[config.mk]
export PLATFORM = sky130hd
export DESIGN_NAME = fractal_sync_arbiter
export DESIGN_NICKNAME = d
export VERILOG_FILES = /design/src/rtl/fractal_sync_pkg.sv /design/src/rtl/fractal_sync_rr_sel.sv /design/src/rtl/fractal_sync_arbiter.sv
export SDC_FILE = /design/constraint.sdc
export NUM_CORES = 1
export LEC_CHECK = 0
export BUFFER_PORTS_ARGS = -buffer_cell sky130_fd_sc_hd__buf_2
export CORE_ASPECT_RATIO = 1.75
export CORE_UTILIZATION = 29
export DETAILED_ROUTE_END_ITERATION = 6
export SYNTH_ARGS = -nofsm -noshare
export SYNTH_HDL_FRONTEND = slang
export SYNTH_SLANG_ARGS = --single-unit
[constraint.sdc]
create_clock -name clk_i -period 3 [get_ports clk_i]
set_input_delay 0.3 -clock clk_i [delete_from_list [all_inputs] [get_ports clk_i]]
set_output_delay 0.3 -clock clk_i [all_outputs]
set_load 0.05 [all_outputs]
[src/rtl/fractal_sync_pkg.sv]
// Shared fractal sync tree types: child port ordering, sync direction encoding and the
// arbiter request payload, which other blocks re-declare at their own widths via the typedef macro.
`ifndef FRACTAL_SYNC_TYPEDEF_ARB_REQ
`define FRACTAL_SYNC_TYPEDEF_ARB_REQ(name_t, lvl_w, id_w) \
    typedef struct packed { \
        logic [(lvl_w)-1:0] lvl; \
        logic [(id_w)-1:0]  id; \
        logic [1:0]         sd; \
    } name_t;
`endif

package fractal_sync_pkg;

    typedef enum logic [1:0] {
        PORT_H01 = 2'd0,
        PORT_V01 = 2'd1,
        PORT_H02 = 2'd2,
        PORT_V02 = 2'd3
    } port_idx_e;

    typedef enum logic [1:0] {
        SD_ILL = 2'b00,
        SD_HOR = 2'b01,
        SD_VER = 2'b10,
        SD_HV  = 2'b11
    } sd_e;

    localparam logic [1:0] SD_ILLEGAL    = 2'b00;
    localparam int         N_CHILD_PORTS = int'(PORT_V02) + 1;
    localparam int         DEF_LVL_WIDTH = 4;
    localparam int         DEF_ID_WIDTH  = 8;

    `FRACTAL_SYNC_TYPEDEF_ARB_REQ(arb_req_t, DEF_LVL_WIDTH, DEF_ID_WIDTH)

    function automatic int src_width(input int n);
        return (n > 1) ? $clog2(n) : 1;
    endfunction

endpackage

[src/rtl/fractal_sync_rr_sel.sv]
// Combinational rotating-priority picker: first requester found starting at ptr_i, wrapping.
// Fixed-priority builds drive ptr_i with zero, which turns this into lowest-index-wins.
module fractal_sync_rr_sel
    import fractal_sync_pkg::*;
#(
    parameter int N_PORTS   = N_CHILD_PORTS,
    parameter int SRC_WIDTH = src_width(N_PORTS)
) (
    input  logic [N_PORTS-1:0]   req_i,
    input  logic [SRC_WIDTH-1:0] ptr_i,
    output logic [N_PORTS-1:0]   grant_o,
    output logic [SRC_WIDTH-1:0] idx_o,
    output logic                 any_o
);

    logic [SRC_WIDTH-1:0] cand_s;

    // Scan candidates ptr, ptr+1, ... modulo N_PORTS and keep the first hit
    always_comb begin
        grant_o = '0;
        idx_o   = '0;
        any_o   = 1'b0;
        cand_s  = '0;
        for (int k = 0; k < N_PORTS; k++) begin
            cand_s = SRC_WIDTH'((int'(ptr_i) + k) % N_PORTS);
            if (!any_o && req_i[cand_s]) begin
                grant_o[cand_s] = 1'b1;
                idx_o           = cand_s;
                any_o           = 1'b1;
            end else begin
                any_o = any_o;
            end
        end
    end

endmodule

[src/rtl/fractal_sync_arbiter.sv]
// Shares one upstream sync-request channel between the child ports of a fractal sync node.
// Build option: FRACTAL_SYNC_ARB_FIXED_PRIO_EN selects fixed priority instead of round-robin.
module fractal_sync_arbiter
    import fractal_sync_pkg::*;
#(
    parameter int N_PORTS   = N_CHILD_PORTS,
    parameter int LVL_WIDTH = DEF_LVL_WIDTH,
    parameter int ID_WIDTH  = DEF_ID_WIDTH,
    parameter int SRC_WIDTH = src_width(N_PORTS)
) (
    input  logic                           clk_i,
    input  logic                           rst_i,
    input  logic [N_PORTS-1:0]             req_valid_i,
    output logic [N_PORTS-1:0]             req_ready_o,
    input  logic [N_PORTS*LVL_WIDTH-1:0]   req_lvl_i,
    input  logic [N_PORTS*ID_WIDTH-1:0]    req_id_i,
    input  logic [N_PORTS*2-1:0]           req_sd_i,
    output logic                           arb_valid_o,
    input  logic                           arb_ready_i,
    output logic [LVL_WIDTH-1:0]           arb_lvl_o,
    output logic [ID_WIDTH-1:0]            arb_id_o,
    output logic [1:0]                     arb_sd_o,
    output logic [SRC_WIDTH-1:0]           arb_src_o,
    output logic                           err_o,
    output logic                           busy_o
);

    `FRACTAL_SYNC_TYPEDEF_ARB_REQ(req_t, LVL_WIDTH, ID_WIDTH)

    logic [N_PORTS-1:0]   buf_v_q, buf_v_d;
    req_t                 buf_q [N_PORTS];
    req_t                 buf_d [N_PORTS];
    req_t                 out_q, out_d;
    logic                 out_v_q, out_v_d;
    logic [SRC_WIDTH-1:0] src_q, src_d;
    logic                 err_q, err_d;
    logic [SRC_WIDTH-1:0] ptr_s;
    logic [N_PORTS-1:0]   grant_s, hs_s;
    logic [SRC_WIDTH-1:0] sel_s;
    logic                 any_s, load_s;

    fractal_sync_rr_sel #(
        .N_PORTS   (N_PORTS),
        .SRC_WIDTH (SRC_WIDTH)
    ) u_sel (
        .req_i   (buf_v_q),
        .ptr_i   (ptr_s),
        .grant_o (grant_s),
        .idx_o   (sel_s),
        .any_o   (any_s)
    );

    assign load_s      = (~out_v_q | arb_ready_i) & any_s;
    // A buffer being drained this edge can take a new request on the same edge
    assign req_ready_o = ~buf_v_q | (grant_s & {N_PORTS{load_s}});
    assign hs_s        = req_valid_i & req_ready_o;

`ifdef FRACTAL_SYNC_ARB_FIXED_PRIO_EN
    assign ptr_s = '0;
`else
    logic [SRC_WIDTH-1:0] ptr_q, ptr_d;

    // Round-robin pointer moves just past the port served on each load
    always_comb begin
        ptr_d = ptr_q;
        if (load_s) begin
            if (sel_s == SRC_WIDTH'(N_PORTS - 1)) begin
                ptr_d = '0;
            end else begin
                ptr_d = sel_s + SRC_WIDTH'(1);
            end
        end else begin
            ptr_d = ptr_q;
        end
    end

    // Pointer register
    always_ff @(posedge clk_i or posedge rst_i) begin
        if (rst_i) begin
            ptr_q <= '0;
        end else begin
            ptr_q <= ptr_d;
        end
    end

    assign ptr_s = ptr_q;
`endif

    // Buffer next state: drain the granted entry, capture legal requests, flag illegal ones
    always_comb begin
        buf_v_d = buf_v_q & ~(grant_s & {N_PORTS{load_s}});
        err_d   = 1'b0;
        for (int i = 0; i < N_PORTS; i++) begin
            buf_d[i] = buf_q[i];
            if (hs_s[i]) begin
                if (req_sd_i[2*i +: 2] == SD_ILLEGAL) begin
                    err_d = 1'b1;
                end else begin
                    buf_v_d[i] = 1'b1;
                    buf_d[i]   = '{lvl: req_lvl_i[i*LVL_WIDTH +: LVL_WIDTH],
                                   id:  req_id_i[i*ID_WIDTH +: ID_WIDTH],
                                   sd:  req_sd_i[2*i +: 2]};
                end
            end else begin
                buf_d[i] = buf_q[i];
            end
        end
    end

    // Output stage next state: load the winner, empty on accept, otherwise hold
    always_comb begin
        out_d   = out_q;
        out_v_d = out_v_q;
        src_d   = src_q;
        if (load_s) begin
            out_d   = buf_q[sel_s];
            out_v_d = 1'b1;
            src_d   = sel_s;
        end else if (arb_ready_i) begin
            out_v_d = 1'b0;
        end else begin
            out_v_d = out_v_q;
        end
    end

    // Buffer, output stage and error pulse registers
    always_ff @(posedge clk_i or posedge rst_i) begin
        if (rst_i) begin
            buf_v_q <= '0;
            for (int i = 0; i < N_PORTS; i++) begin
                buf_q[i] <= '0;
            end
            out_q   <= '0;
            out_v_q <= 1'b0;
            src_q   <= '0;
            err_q   <= 1'b0;
        end else begin
            buf_v_q <= buf_v_d;
            for (int i = 0; i < N_PORTS; i++) begin
                buf_q[i] <= buf_d[i];
            end
            out_q   <= out_d;
            out_v_q <= out_v_d;
            src_q   <= src_d;
            err_q   <= err_d;
        end
    end

    assign arb_valid_o = out_v_q;
    assign arb_lvl_o   = out_q.lvl;
    assign arb_id_o    = out_q.id;
    assign arb_sd_o    = out_q.sd;
    assign arb_src_o   = src_q;
    assign err_o       = err_q;
    assign busy_o      = (|buf_v_q) | out_v_q;

endmodule

==> summary.json, run 1 <==
{
  "die-height": {"value": 164, "unit": "um"},
  "ctsRootBufferMaster": {"value": "clkbuf_16"},
  "die_area": {"value": 15500, "unit": "um2"},
  "routed_wirelength": {"value": 11500, "unit": "um"},
  "slew_viol_final": {"value": 0},
  "post-place-ws": {"value": 0.0733, "unit": "ns"},
  "cpMostUsedCell": {"value": "buf_4"},
  "setup.worst_path.start_class": {"value": "flip-flop"},
  "setup.reg_to_reg.worst_slack": {"value": 0.18, "unit": "ns"},
  "chipWidth": {"value": 94.7, "unit": "um"},
  "critical_path_s_slowest_cell": {"value": "dfrtp_2"},
  "endpoint_of_the_worst_register_to_register_path": {"value": "buf_q[12]"},
  "grt_pass1_vias": {"value": 3390},
  "cts.sinks": {"value": 80},
  "maximum_clock_path_buffer_count": {"value": 2},
  "critical_path_arrival": {"value": 2.63, "unit": "ns"},
  "first_iter_violations": {"value": 119},
  "drt-vias-per-instance": {"value": 5.09},
  "grt_util_all_layers": {"value": 15.9, "unit": "%"},
  "drcViolationCount": {"value": 0},
  "cp_cell_sequence": {"value": "buf_4 > buf_4 > mux4_2 > or3b_1 > a221o_1 > o211ai_4 > buf_4 > buf_4"},
  "yosys-top-cells-area": {"value": "dfrtp_1, mux2i_1, mux2_4, mux2_1, nand2_1"},
  "core.rowCount": {"value": 58},
  "cts_tree": {"value": "done"},
  "post_synth.cell_area_avg": {"value": 12.3, "unit": "um2"},
  "setup_repair_after_global_routing_missed_its_margin": {"value": "no"},
  "synth_top_area_share": {"value": 45.9, "unit": "%"},
  "critPathRequiredTime": {"value": 2.70, "unit": "ns"},
  "timing.final.crit_share": {"value": 97.6, "unit": "%"},
  "hold_class": {"value": "primary input to async pin"},
  "wl_per_cell": {"value": 18.1, "unit": "um"},
  "ys.flop_type": {"value": "dfrtp_1"},
  "finalNonFillerCells": {"value": 637},
  "timing.critical_path.to_type": {"value": "output pin"},
  "synth_top_cells_by_count": {"value": "dfrtp_1, nand2_1, mux2i_1"},
  "numPortBuffers": {"value": 85},
  "ir_worst_vdd": {"value": 0.668, "unit": "mV"},
  "diodes": {"value": 0},
  "synth.ff_latch_count": {"value": 80},
  "design.portCount": {"value": 86},
  "drt_pass1_iterations": {"value": 4},
  "dp_hpwl": {"value": 8790, "unit": "um"},
  "result_of_the_run": {"value": "completed"},
  "antenna_violations_before_repair": {"value": 0},
  "cell_with_the_most_instances_after_synthesis": {"value": "dfrtp_1"},
  "worstRegToRegCells": {"value": 8},
  "maximum_number_of_pins_on_one_net_before_global_route_repair": {"value": 47},
  "routability_cong": {"value": 0.972},
  "period_needed": {"value": 2.93, "unit": "ns"},
  "grt_overflow_total": {"value": 0},
  "starting_density_of_the_core": {"value": 30.0, "unit": "%"},
  "maxCapViolations": {"value": 0},
  "cpLargestDelayFamily": {"value": "buffers and inverters"},
  "hold_viol": {"value": 0},
  "skew": {"value": 0.00804, "unit": "ns"},
  "clk_transition_reported_paths": {"value": 0.06, "unit": "ns"},
  "edff_count_synth": {"value": 0},
  "p_leak": {"value": 2.46, "unit": "nW"},
  "maximum_cell_stage_delay_along_the_critical_path": {"value": 0.42, "unit": "ns"},
  "crit_cells": {"value": 8},
  "crit_fanout": {"value": 17},
  "netlist_area_pre_place": {"value": 4360, "unit": "um2"},
  "worst_skew_pair.late_latency": {"value": 0.34, "unit": "ns"},
  "synth_seq_area_share": {"value": 45.9, "unit": "%"},
  "path_buf_inv": {"value": 4},
  "synth-async-reset-ratio": {"value": 100, "unit": "%"},
  "syn-num-nets": {"value": 425},
  "worstMarginPinSlew": {"value": 0.844, "unit": "ns"},
  "yosysUniqueCellTypes": {"value": 55},
  "synth.yosys.warnings": {"value": 0},
  "antenna_left": {"value": 0},
  "drive_above_1_share": {"value": 40.5, "unit": "%"},
  "powerDensity": {"value": 1370, "unit": "nW/um2"},
  "postLayoutSetupSlackWorst": {"value": 0.0725, "unit": "ns"},
  "htreeDepth": {"value": 3},
  "grt_pass1_wl": {"value": 18100, "unit": "um"},
  "maxClockFrequency": {"value": 342, "unit": "MHz"},
  "finalNetCount": {"value": 523},
  "worstSetupPathType": {"value": "flip-flop to output pin"},
  "critical_path.endpoint": {"value": "req_ready_o[2]"},
  "core_area": {"value": 14500, "unit": "um2"},
  "placedCellCount": {"value": 617},
  "cts_made_buffers": {"value": 9},
  "yosysTopAreaCell": {"value": "dfrtp_1"},
  "max_slew_margin": {"value": 43.7, "unit": "%"},
  "via_count": {"value": 3244},
  "flow.area_growth_from_synthesis": {"value": 25.4, "unit": "%"},
  "syn_inst": {"value": 354},
  "setup-violations-final": {"value": 0}
}
-- cell type report --
type                    instances  area (um2)
multi-input cells             247        2210
fillers                      1441        9050
flip-flops and latches         80        2000
inverters                       7        31.3
repair buffers                107         633
clock buffers                  11         233
clock inverters                 5         129
well taps                     180         225
-- logic make-up after synthesis --
group                      synth area share (%)
AOI/OAI and AO/OA                          11.7
xor gates and xnor gates                  0.201
adders and majority gates                  2.30
buffers and inverters                      4.99
DFF                                        45.9
muxes                                      24.0
and+or+nand+nor                            10.8
-- stage by stage --
| stage | hold slack, ns | instance area [um2] | TNS (ns) | power (mW) | utilization (%) |
|---|---|---|---|---|---|
| 2_1_floorplan | 0.435 | 4430 | -4.05 | 5.06 | - |
| 3_3_place_gp | 0.467 | 5050 | 0 | 6.02 | 34.8 |
| 3_5_place_dp | 0.470 | 5050 | 0 | 6.09 | 34.8 |
| 4_1_cts | 0.117 | 5420 | -0.00186 | 7.49 | 37.4 |
| 5_1_grt | 0.157 | 5470 | 0 | 7.96 | 37.7 |
| 6_report | 0.0926 | 5470 | 0 | 7.49 | 37.7 |
-- routing by layer --
metal,vias to the layer above,part of all wire (%),GRT usage [%]
met3,23,6.0,3.47
met5,-,0,0
met1,1611,36,17.1
met4,0,4.4,9.50
li1,1494,-,-
met2,116,53,28.0
-- sequential cells by signal (all words and copies together) (netlist names), named ones only --
name and flops:
arb_valid_o 1, buf_q 56, ptr_q 1, arb_id_o 8
buf_v_q 4, arb_src_o 2, arb_lvl_o 4, err_o 1
arb_sd_o 2
-- repair_timing --
| item | 4_1_cts | 5_1_grt |
|---|---|---|
| pin swaps | 0 | 3 |
| hold buffers | 0 | 0 |
| gates cloned | 0 | 0 |
| gates resized for setup | 2 | 7 |
| buffers inserted | 1 | 3 |
| endpoints found under the setup margin | 2 | 16 |
-- layout by cell type, fill, tap and decap left out, types with 3 or more instances in the layout --
master,instances
buf_2,81
mux4_2,3
mux2_1,20
or2_2,4
ha_1,7
nand2_1,34
o21ai_0,10
a21oi_1,5
o211ai_1,9
mux2_2,10
mux2i_1,33
bufinv_16,4
a21bo_2,4
clkbuf_16,9
buf_4,21
or3_1,7
mux2_4,21
a22o_1,5
inv_1,5
nor2_1,10
o221ai_1,8
nand3_1,13
dfrtp_1,79
-- how the worst min path moves through the flow --
stage	end	cells past startpoint
2_1_floorplan	buf_q[16]	1
3_3_place_gp	buf_q[40]	2
3_5_place_dp	arb_lvl_o[3]	2
4_1_cts	buf_q[40]	2
5_1_grt	buf_q[40]	2
6_report	buf_q[40]	2
-- where the power goes --
group	internal (mW)	switching, mW	total [mW]	leakage (nW)
Sequential	1.63	0.385	2.02	0.945
Combinational	1.84	2.31	4.15	1.34
Clock	0.899	0.424	1.32	0.174
Total	4.37	3.12	7.49	2.46
Note: power is estimated with default switching activity, not from simulation.
==> inputs of run 2 (changes only) <==
--- a/config.mk
+++ b/config.mk
@@ -11,4 +11,5 @@
 export DETAILED_ROUTE_END_ITERATION = 6
 export SYNTH_ARGS = -nofsm -noshare
 export SYNTH_HDL_FRONTEND = slang
+export SYNTH_HIERARCHICAL = 1
 export SYNTH_SLANG_ARGS = --single-unit
==> run 2 against run 1 <==
Against the previous run: synthesized area decreased by 6.3%; critical endpoint is now req_ready_o[1]; combinational power is 4% higher; register-to-register slack got worse by 0.09 ns; fmax is 0.34% lower; largest cell class is now registers; clock power shrank 5%; routed wire length shrank 10%; count of clock-buffer cells in the layout is 2 lower; sequential power is essentially flat; die area fell by 6.2%; flip-flop and latch count unchanged.
==> summary.json, run 2 <==
{
  "power_frac_seq": {"value": 26.5, "unit": "%"},
  "worst_skew_pair.late_latency": {"value": 0.34, "unit": "ns"},
  "design.portCount": {"value": 86},
  "drt-vias-per-instance": {"value": 4.76},
  "synth_seq_area_share": {"value": 49.0, "unit": "%"},
  "starting_density_of_the_core": {"value": 29.5, "unit": "%"},
  "edff_count_synth": {"value": 0},
  "slew_viol_final": {"value": 0},
  "setup_repair_after_global_routing_missed_its_margin": {"value": "yes"},
  "yosys-top-cells-area": {"value": "dfrtp_1, mux2_4, mux4_2, mux2_2, buf_6"},
  "cts.sinks": {"value": 80},
  "max_slew_margin": {"value": 35.3, "unit": "%"},
  "cts_made_buffers": {"value": 9},
  "grt_util_all_layers": {"value": 15.1, "unit": "%"},
  "netlist_area_pre_place": {"value": 4090, "unit": "um2"},
  "sw_frac_of_total": {"value": 36.8, "unit": "%"},
  "ir_worst_vdd": {"value": 0.486, "unit": "mV"},
  "multi_input_comb_area": {"value": 2000, "unit": "um2"},
  "hold_class": {"value": "primary input to async pin"},
  "synth.ff_latch_count": {"value": 80},
  "worstSetupPathType": {"value": "flip-flop to output pin"},
  "power.net_switching": {"value": 2.78, "unit": "mW"},
  "die-height": {"value": 159, "unit": "um"},
  "synth-async-reset-ratio": {"value": 100, "unit": "%"},
  "setup-violations-final": {"value": 0},
  "antenna_left": {"value": 0},
  "most-common-layout-cells": {"value": "buf_2, dfrtp_1, mux2_4, mux2_2, buf_4"},
  "clk_transition_reported_paths": {"value": 0.06, "unit": "ns"},
  "synth.yosys.warnings": {"value": 6},
  "via_count": {"value": 2731},
  "maxCapViolations": {"value": 0},
  "timing.critical_path.to_type": {"value": "output pin"},
  "hold_viol": {"value": 0},
  "routability_cong": {"value": 0.833},
  "htreeDepth": {"value": 3},
  "crit_fanout": {"value": 4},
  "dp_hpwl": {"value": 7730, "unit": "um"},
  "drt_pass1_iterations": {"value": 4},
  "p_leak": {"value": 2.43, "unit": "nW"},
  "grt_pass1_vias": {"value": 3023},
  "antenna_violations_before_repair": {"value": 0},
  "power_frac_clock": {"value": 16.7, "unit": "%"},
  "logic_gate_share_of_total_power": {"value": 56.9, "unit": "%"},
  "ctsRootBufferMaster": {"value": "clkbuf_16"},
  "drive_above_1_share": {"value": 63.2, "unit": "%"},
  "worstMarginPinSlew": {"value": 0.970, "unit": "ns"},
  "diodes": {"value": 0},
  "flow.area_growth_from_synthesis": {"value": 33.6, "unit": "%"},
  "cts_tree": {"value": "done"},
  "post_synth.cell_area_avg": {"value": 15.2, "unit": "um2"},
  "synth_top_area_share": {"value": 49.0, "unit": "%"},
  "numPortBuffers": {"value": 85},
  "period_needed": {"value": 2.94, "unit": "ns"},
  "placed_cell_area": {"value": 4900, "unit": "um2"},
  "maximum_number_of_pins_on_one_net_before_global_route_repair": {"value": 57},
  "wl_per_cell": {"value": 18.0, "unit": "um"},
  "yosysUniqueCellTypes": {"value": 30},
  "core_area": {"value": 13800, "unit": "um2"},
  "regMostFlops": {"value": "buf_q"},
  "grt_pass1_wl": {"value": 16300, "unit": "um"},
  "critical_path_arrival": {"value": 2.64, "unit": "ns"},
  "setup.worst_path.start_class": {"value": "flip-flop"},
  "mostFrequentLayoutCell": {"value": "buf_2"},
  "chipWidth": {"value": 91.7, "unit": "um"},
  "cell_with_the_most_instances_after_synthesis": {"value": "dfrtp_1"},
  "synth_top_cells_by_count": {"value": "dfrtp_1, mux2_4, mux2_2"},
  "yosysTopAreaCell": {"value": "dfrtp_1"},
  "num-fill-cells": {"value": 1327},
  "finalNetCount": {"value": 461},
  "utilization": {"value": 39.4, "unit": "%"},
  "placedCellCount": {"value": 547},
  "maxClockFrequency": {"value": 340, "unit": "MHz"},
  "result_of_the_run": {"value": "completed"},
  "drcViolationCount": {"value": 0},
  "skew": {"value": 0.00715, "unit": "ns"},
  "syn_inst": {"value": 269},
  "ff_latch_area": {"value": 2000, "unit": "um2"},
  "core.rowCount": {"value": 57},
  "grt_overflow_total": {"value": 0},
  "finalNonFillerCells": {"value": 574},
  "first_iter_violations": {"value": 98},
  "ys.flop_type": {"value": "dfrtp_1"},
  "routed_wirelength": {"value": 10300, "unit": "um"},
  "powerDensity": {"value": 1380, "unit": "nW/um2"},
  "largest_reg_flops": {"value": 56},
  "die_area": {"value": 14600, "unit": "um2"},
  "maximum_clock_path_buffer_count": {"value": 2},
  "fin_area": {"value": 5460, "unit": "um2"},
  "syn-num-nets": {"value": 338},
  "critPathRequiredTime": {"value": 2.70, "unit": "ns"},
  "timing.final.crit_share": {"value": 97.9, "unit": "%"},
  "cellInternalPower": {"value": 4.77, "unit": "mW"}
}
## run 2: cell types whose count changed after synthesis, moves of 5 or more
cell and change:
a21oi_1 -5, a22o_1 -5, a22oi_1 +8, mux2_1 -20
mux2_2 +15, mux2_4 +20, mux2i_1 -31, mux4_2 +13
nand2_1 -23, o211ai_1 -8, o221ai_1 -7, or3_1 -7
## run 2: cell families (layout without fill, tap and decap cells)
kind of cell	Yosys count	in the layout	synth area share, %
AO/OA/AOI/OAI	34	34	7.14
multiplexers	86	86	32.5
buffers and inverters	16	144	3.00
adder cells (fa/ha/maj)	6	6	1.84
flip-flops	80	80	49.0
AND/OR/NAND/NOR	47	47	6.55
## run 2: timing repair
action	4_1_cts	5_1_grt
hold buffers	0	0
buffers inserted	0	11
endpoints found under the setup margin	22	62
resized for setup	15	11
pin swaps	0	4
## run 2: final cells by class
cell class	instances	share of cell area (%)
Multi-Input combinational cell	173	36.6
Clock inverter	7	2.18
Clock buffer	9	4.13
Timing Repair Buffer	124	15.9
Tap cell	177	4.06
Sequential cell	80	36.7
Inverter	4	0.344
## run 2: power groups by stage
stage	clock network [mW]	logic [mW]	registers [mW]
final	1.26	4.30	2.00
after global routing	1.33	4.58	2.07
after CTS	1.28	4.12	2.01
after detailed placement	0	3.99	2.02
after global placement	0	3.88	2.00
after floorplan	0	2.73	2.31
## run 2: per-layer routing
layer,GRT usage (%),part of all wire [%]
met1,17.7,41
met4,5.26,1.6
met3,3.39,3.3
met5,0,0
met2,26.8,54
## run 2: worst max-delay path, cell delays in order, from the launching register on
cell and delay, ns:
dfrtp_2 0.38, buf_4 0.12, mux4_2 0.55, buf_6 0.16
nor4b_4 0.22, buf_4 0.18, a22oi_2 0.05, o21ai_1 0.08
nand2_1 0.11, o21ai_4 0.18, buf_6 0.13, buf_8 0.14
## run 2: stage by stage
step | setup slack [ns] | hold slack, ns | setup TNS, ns | power (mW)
2_1_floorplan | -0.146 | 0.442 | -5.55 | 5.04
3_3_place_gp | -0.0862 | 0.465 | -1.08 | 5.88
3_5_place_dp | -0.166 | 0.476 | -2.03 | 6.00
4_1_cts | 0.00488 | 0.179 | 0 | 7.41
5_1_grt | -0.0501 | 0.178 | -0.458 | 7.99
6_report | 0.0625 | 0.148 | 0 | 7.55
## run 2: path summary, 6_finish.rpt
| check | from | to | slack, ns | cells after the start |
|---|---|---|---|---|
| max in group asynchronous | rst_i | arb_lvl_o[1] | 2.07 | 3 |
| worst min-delay path | rst_i | buf_q[44] | 0.15 | 2 |
| worst min register to register | buf_q[14] | buf_q[14] | 0.49 | 1 |
| worst max register to register | ptr_q[0] | arb_lvl_o[1] | 0.09 | 8 |
| worst max-delay path | ptr_q[1] | req_ready_o[1] | 0.06 | 11 |
| min in group clk_i | req_id_i[15] | buf_q[37] | 0.19 | 2 |
